===== src/rtl/mseq_pkg.sv =====
// Shared encodings for the microsequencer: next-state modes, condition selects, default width.
package mseq_pkg;

  localparam int unsigned DEFAULT_STATE_W = 7;

  localparam logic [2:0] NSEL_DECODE = 3'b000;
  localparam logic [2:0] NSEL_JUMP   = 3'b001;
  localparam logic [2:0] NSEL_INCR   = 3'b010;
  localparam logic [2:0] NSEL_BRANCH = 3'b011;
  localparam logic [2:0] NSEL_WAIT   = 3'b100;
  localparam logic [2:0] NSEL_CALL   = 3'b101;
  localparam logic [2:0] NSEL_RETURN = 3'b110;
  localparam logic [2:0] NSEL_RSVD   = 3'b111;

  localparam logic [1:0] CSEL_COND = 2'b00;
  localparam logic [1:0] CSEL_MOC  = 2'b01;
  localparam logic [1:0] CSEL_ZERO = 2'b10;
  localparam logic [1:0] CSEL_ONE  = 2'b11;

endpackage


===== src/rtl/mseq_cond_mux.sv =====
// Branch condition selection with optional inversion.
module mseq_cond_mux
  import mseq_pkg::*;
(
  input  logic [1:0] csel,
  input  logic       cinv,
  input  logic       cond,
  input  logic       moc,
  output logic       ctrue
);

  logic sel;

  always_comb begin
    sel = 1'b0;
    unique case (csel)
      CSEL_COND: sel = cond;
      CSEL_MOC:  sel = moc;
      CSEL_ZERO: sel = 1'b0;
      CSEL_ONE:  sel = 1'b1;
      default:   sel = 1'b0;
    endcase
    ctrue = sel ^ cinv;
  end

endmodule


===== src/rtl/microsequencer.sv =====
// Next-state stage of the microprogrammed control unit with memory-wait watchdog.
// Define MSEQ_RETURN_EN to add single-level CALL/RETURN support.
module microsequencer
  import mseq_pkg::*;
#(
  parameter int unsigned STATE_W     = DEFAULT_STATE_W,
  parameter int unsigned RESET_STATE = 0,
  parameter int unsigned FAULT_STATE = 127,
  parameter int unsigned TIMEOUT     = 15
) (
  input  logic               clk,
  input  logic               reset,
  input  logic [2:0]         nsel,
  input  logic [1:0]         csel,
  input  logic               cinv,
  input  logic [STATE_W-1:0] cr,
  input  logic [STATE_W-1:0] decoded_state,
  input  logic               cond,
  input  logic               moc,
  output logic [STATE_W-1:0] current_state,
  output logic               waiting,
  output logic               bus_fault
);

  localparam int unsigned CntW = 8;
  localparam logic [STATE_W-1:0] RstState   = STATE_W'(RESET_STATE);
  localparam logic [STATE_W-1:0] FaultState = STATE_W'(FAULT_STATE);
  localparam logic [CntW-1:0]    CntLast    = CntW'(TIMEOUT - 1);

  logic [STATE_W-1:0] state_q, state_d, state_inc;
  logic [CntW-1:0]    cnt_q, cnt_d;
  logic               fault_q, fault_d;
  logic               ctrue;
`ifdef MSEQ_RETURN_EN
  logic [STATE_W-1:0] ret_q, ret_d;
`endif

  mseq_cond_mux u_cond_mux (
    .csel  (csel),
    .cinv  (cinv),
    .cond  (cond),
    .moc   (moc),
    .ctrue (ctrue)
  );

  assign state_inc     = state_q + 1'b1;
  assign current_state = state_q;
  assign bus_fault     = fault_q;
  assign waiting       = (nsel == NSEL_WAIT) && !moc;

  always_comb begin
    state_d = state_q;
    cnt_d   = '0;
    fault_d = 1'b0;
`ifdef MSEQ_RETURN_EN
    ret_d   = ret_q;
`endif
    unique case (nsel)
      NSEL_DECODE: state_d = decoded_state;
      NSEL_JUMP:   state_d = cr;
      NSEL_INCR:   state_d = state_inc;
      NSEL_BRANCH: state_d = ctrue ? cr : state_inc;
      NSEL_WAIT: begin
        // moc on the timeout edge takes priority over the fault
        if (moc) begin
          state_d = state_inc;
        end else if (cnt_q == CntLast) begin
          state_d = FaultState;
          fault_d = 1'b1;
        end else begin
          cnt_d = cnt_q + 1'b1;
        end
      end
`ifdef MSEQ_RETURN_EN
      NSEL_CALL: begin
        ret_d   = state_inc;
        state_d = cr;
      end
      NSEL_RETURN: state_d = ret_q;
      NSEL_RSVD:   state_d = RstState;
`else
      NSEL_CALL, NSEL_RETURN, NSEL_RSVD: state_d = RstState;
`endif
      default: state_d = RstState;
    endcase
  end

  always_ff @(posedge clk or negedge reset) begin
    if (!reset) begin
      state_q <= RstState;
      cnt_q   <= '0;
      fault_q <= 1'b0;
    end else begin
      state_q <= state_d;
      cnt_q   <= cnt_d;
      fault_q <= fault_d;
    end
  end

`ifdef MSEQ_RETURN_EN
  always_ff @(posedge clk or negedge reset) begin
    if (!reset) ret_q <= '0;
    else        ret_q <= ret_d;
  end
`endif

endmodule

===== config.mk =====
export PLATFORM = sky130hd
export DESIGN_NAME = microsequencer
export DESIGN_NICKNAME = d
export VERILOG_FILES = /design/src/rtl/mseq_pkg.sv /design/src/rtl/mseq_cond_mux.sv /design/src/rtl/microsequencer.sv
export SDC_FILE = /design/constraint.sdc
export NUM_CORES = 1
export LEC_CHECK = 0
export ABC_AREA = 1
export CELL_PAD_IN_SITES_DETAIL_PLACEMENT = 0
export CELL_PAD_IN_SITES_GLOBAL_PLACEMENT = 1
export CORE_UTILIZATION = 29
export CTS_CLUSTER_SIZE = 10
export DETAILED_ROUTE_END_ITERATION = 8
export PLACE_DENSITY = 0.78
export SYNTH_ARGS = -nofsm -noshare
export SYNTH_HDL_FRONTEND = slang
export SYNTH_SLANG_ARGS = --single-unit

===== constraint.sdc =====
create_clock -name clk -period 1.3 [get_ports clk]
set_input_delay 0.195 -clock clk [delete_from_list [all_inputs] [get_ports clk]]
set_output_delay 0.195 -clock clk [all_outputs]
set_load 0.02 [all_outputs]

==> out/qor.yml, run 1 <==
synthesis:
  ys_types: 28
  syn_area_mm2: 0.001127
  ys_ff_latch: 16
  synthCells: 166
  yosysSeqAreaShare: 0.3552
  syn_nets: 193
  synth_warnings: 0
  syn_avg_cell_area_um2: 6.791
die:
  start_util: 0.3056
  die-area_mm2: 0.004141
  boundaryPins: 33
  core-area_mm2: 0.003689
  die_w_um: 64.35
  rows: 22
  die_h_um: 64.35
global_route:
  antenna_found_initial: 0
  grt_pass1_wl_mm: 4.981
  grt_overflow: 0
  grt_max_degree: 17
  grt_use_total: 0.1530
  grt_pass1_vias: 1191
sta:
  finalHoldViolations: 0
  min_period_ns: 1.328
  worst_pin_slew_ns: 0.3684
  setup_slack_ns: -0.02792
  slew_violations: 0
  clock-skew-final_ns: 0.004713
  slew_headroom: 0.7518
  setup_viol: 9
  rsz0062_at_grt: "yes"
  finalCritPeriodShare: 1.021
  fmax_mhz: 753.1
power:
  switching_share: 0.3147
  pwr-share-comb: 0.339
  totalPowerFinal_mw: 1.458
  pwr-share-seq: 0.398
  switchingPower_uw: 459.0
  vdd_ir_drop_max_v: 0.0006247
  p_int_uw: 999.4
  p_leak_nw: 0.9784
  power_frac_clock: 0.263
  p_per_area_mw_per_mm2: 755.9
run_status:
  violations: "negative setup slack"
  outcome: "complete, but fails checks"
cells_and_area:
  layout.nets: 254
  layout.cells.non_filler: 274
  final_area_mm2: 0.001929
  syn2layout_area_growth_pct: 71.14
  insertedDiodeCount: 0
  n_fill_cell: 379
  final_layout_size_suffix_gt1_frac: 0.3407
worst_setup_path:
  cp.required_ns: 1.49
  worstSetupEndpointType: "flip-flop"
  crit_type: "flip-flop to flip-flop"
  crit_path_start_kind: "flip-flop"
  crit_fanout: 8
  arrival_ns: 1.51
routing:
  vias_per_cell: 4.453
  vias: 1220
  antenna_left: 0
  drcViolationCount: 0
  avgRoutedWirePerCell_um: 11.18
  wirelength_mm: 3.062
  drt-initial-drc-count: 29
  dr.pass1.iters: 3
cts:
  clkSlewWorstSetupHoldPaths_ns: 0.06
  cts_tree: "done"
  cts_sinks: 16
  clkLatencyLatePin_ns: 0.25
  clock_path_buffers: 2
  htree_levels: 1
  clockRootBuffer: "clkbuf_8"
  cts_made_buffers: 3
placed_design:
  placedCellCount: 267
  hpwlAfterDp_mm: 2.236
  dpl_cell_area_mm2: 0.001680
  globalplace.congestion: 0.7958
  place_ws_ns: -0.4331
  port_buffers: 32
min_path:
  hold_path.class: "primary input to asynchronous set/reset pin"
flow_run:
  maxCapViolations: 0
## registers in the layout (all words and copies together) (netlist names)
register / cells
current_state: 7
bus_fault: 1
cnt_q: 8
## Yosys cell counts
cell type	instances	share of area
nand2_1	51	0.17
nor2_1	25	0.083
nand3_1	20	0.089
inv_1	19	0.063
dfrtp_1	16	0.36
nor3_1	5	0.022
a21oi_1	3	0.013
ha_1	3	0.033
xor2_1	3	0.023
o21ai_0	2	0.0089
xnor2_1	2	0.016
a21oi_2	1	0.0078
a31o_2	1	0.0078
buf_6	1	0.010
clkbuf_1	1	0.0033
inv_2	1	0.0033
inv_4	1	0.0056
nand2_2	1	0.0056
nand3_2	1	0.0089
nand4_1	1	0.0056
nor2_2	1	0.0056
nor2_4	1	0.010
nor2_8	1	0.018
nor3_2	1	0.0089
nor4_1	1	0.0056
o21ai_1	1	0.0044
o21ai_2	1	0.0078
or2_2	1	0.0056
## layer usage
metal | GRT usage | up-vias | part of all wire
li1 | - | 642 | -
met4 | 0.03889 | 0 | 0.010
met1 | 0.1880 | 557 | 0.46
met5 | 0 | - | 0
met3 | 0.03214 | 4 | 0.026
met2 | 0.2684 | 17 | 0.50
## metrics by stage
step / util / setup TNS [ns] / hold slack (ns)
after floorplan: - / -0.06124 / -0.1006
after global placement: 0.4556 / -5.123 / 0.5084
after detailed placement: 0.4556 / -5.598 / 0.5242
after CTS: 0.4858 / -0.3089 / 0.2699
after global routing: 0.5231 / -1.093 / 0.2853
final: 0.5231 / -0.1704 / 0.2634
## cell type report
cell class	count	area [um^2]	share of cell area
clock buffers	4	45.04	0.02335
flip-flops and latches	16	404.1	0.2095
inverters	21	93.84	0.04864
repair buffers	58	524.3	0.2717
multi-input cells	127	802.0	0.4157
well taps	48	60.06	0.03113
## worst max-delay path, cell delays in order, from the launching register on
cell and delay [ns]:
dfrtp_1 0.40, inv_1 0.07, ha_2 0.16, inv_2 0.05, nor3_4 0.20, nor2_4 0.06, buf_6 0.14, nor2_4 0.07
nand2_1 0.06, nand2_1 0.05
## cells by family (layout without fill, tap and decap cells)
kind of cell / Yosys count / count (layout) / synth area share
AO/OA/AOI/OAI: 9 / 9 / 0.04994
adder cells (fa/ha/maj): 3 / 3 / 0.03330
AND/OR/NAND/NOR: 110 / 110 / 0.4373
flip-flops: 16 / 16 / 0.3552
buffers and inverters: 23 / 83 / 0.08546
XOR/XNOR: 5 / 5 / 0.03885
## repair_timing
action	in CTS	in global routing
endpoints found under the setup margin	25	18
hold buffers	0	0
pin swaps	8	13
resized for setup	32	41
buffers inserted	2	1
hold endpoints to repair	0	0
## placed cells by master (no fill, tap or decap), types with 2 or more instances in the layout
cell	instances
nor2_4	5
clkdlybuf4s50_1	17
nand3_2	4
o21ai_2	2
nor2_2	10
dfrtp_1	13
nand2_1	47
nor2_1	12
clkbuf_2	2
clkbuf_8	3
nand3_4	2
dlygate4sd2_1	10
nor3_2	4
buf_6	7
nand2_2	2
buf_4	19
xnor2_1	2
inv_1	18
nand2_4	3
nand3_1	15
a21oi_1	3
xor2_1	3
dfrtp_2	3
dlymetal6s2s_1	2
## path summary, 6_finish.rpt
kind	from	end	slack, ns	cells after the start
setup / recovery	cnt_q[0]$_DFF_PN0_	current_state[1]$_DFFE_PN0P_	-0.03	9
hold / removal	reset	cnt_q[0]$_DFF_PN0_	0.26	2
setup reg to reg	cnt_q[0]$_DFF_PN0_	current_state[1]$_DFFE_PN0P_	-0.03	9
hold reg to reg	current_state[6]$_DFFE_PN0P_	current_state[6]$_DFFE_PN0P_	0.53	2
max in group asynchronous	reset	current_state[1]$_DFFE_PN0P_	0.84	2
min in group clk	current_state[6]$_DFFE_PN0P_	current_state[6]$_DFFE_PN0P_	0.53	2
## power by group through the flow
stage          clock [mW]  sequential (mW)  combinational, mW
2_1_floorplan           0            0.621              0.178
3_3_place_gp            0            0.574              0.470
3_5_place_dp            0            0.578              0.474
4_1_cts             0.392            0.570              0.466
5_1_grt             0.415            0.587              0.540
6_report            0.383            0.581              0.494
No activity file was read; power rests on OpenSTA's default activity.
==> run 2: changes to the inputs <==
CTS_CLUSTER_SIZE = default   (was 10)
==> results of run 2 <==
Final layout, timing and power as in run 1 (identical DEF).
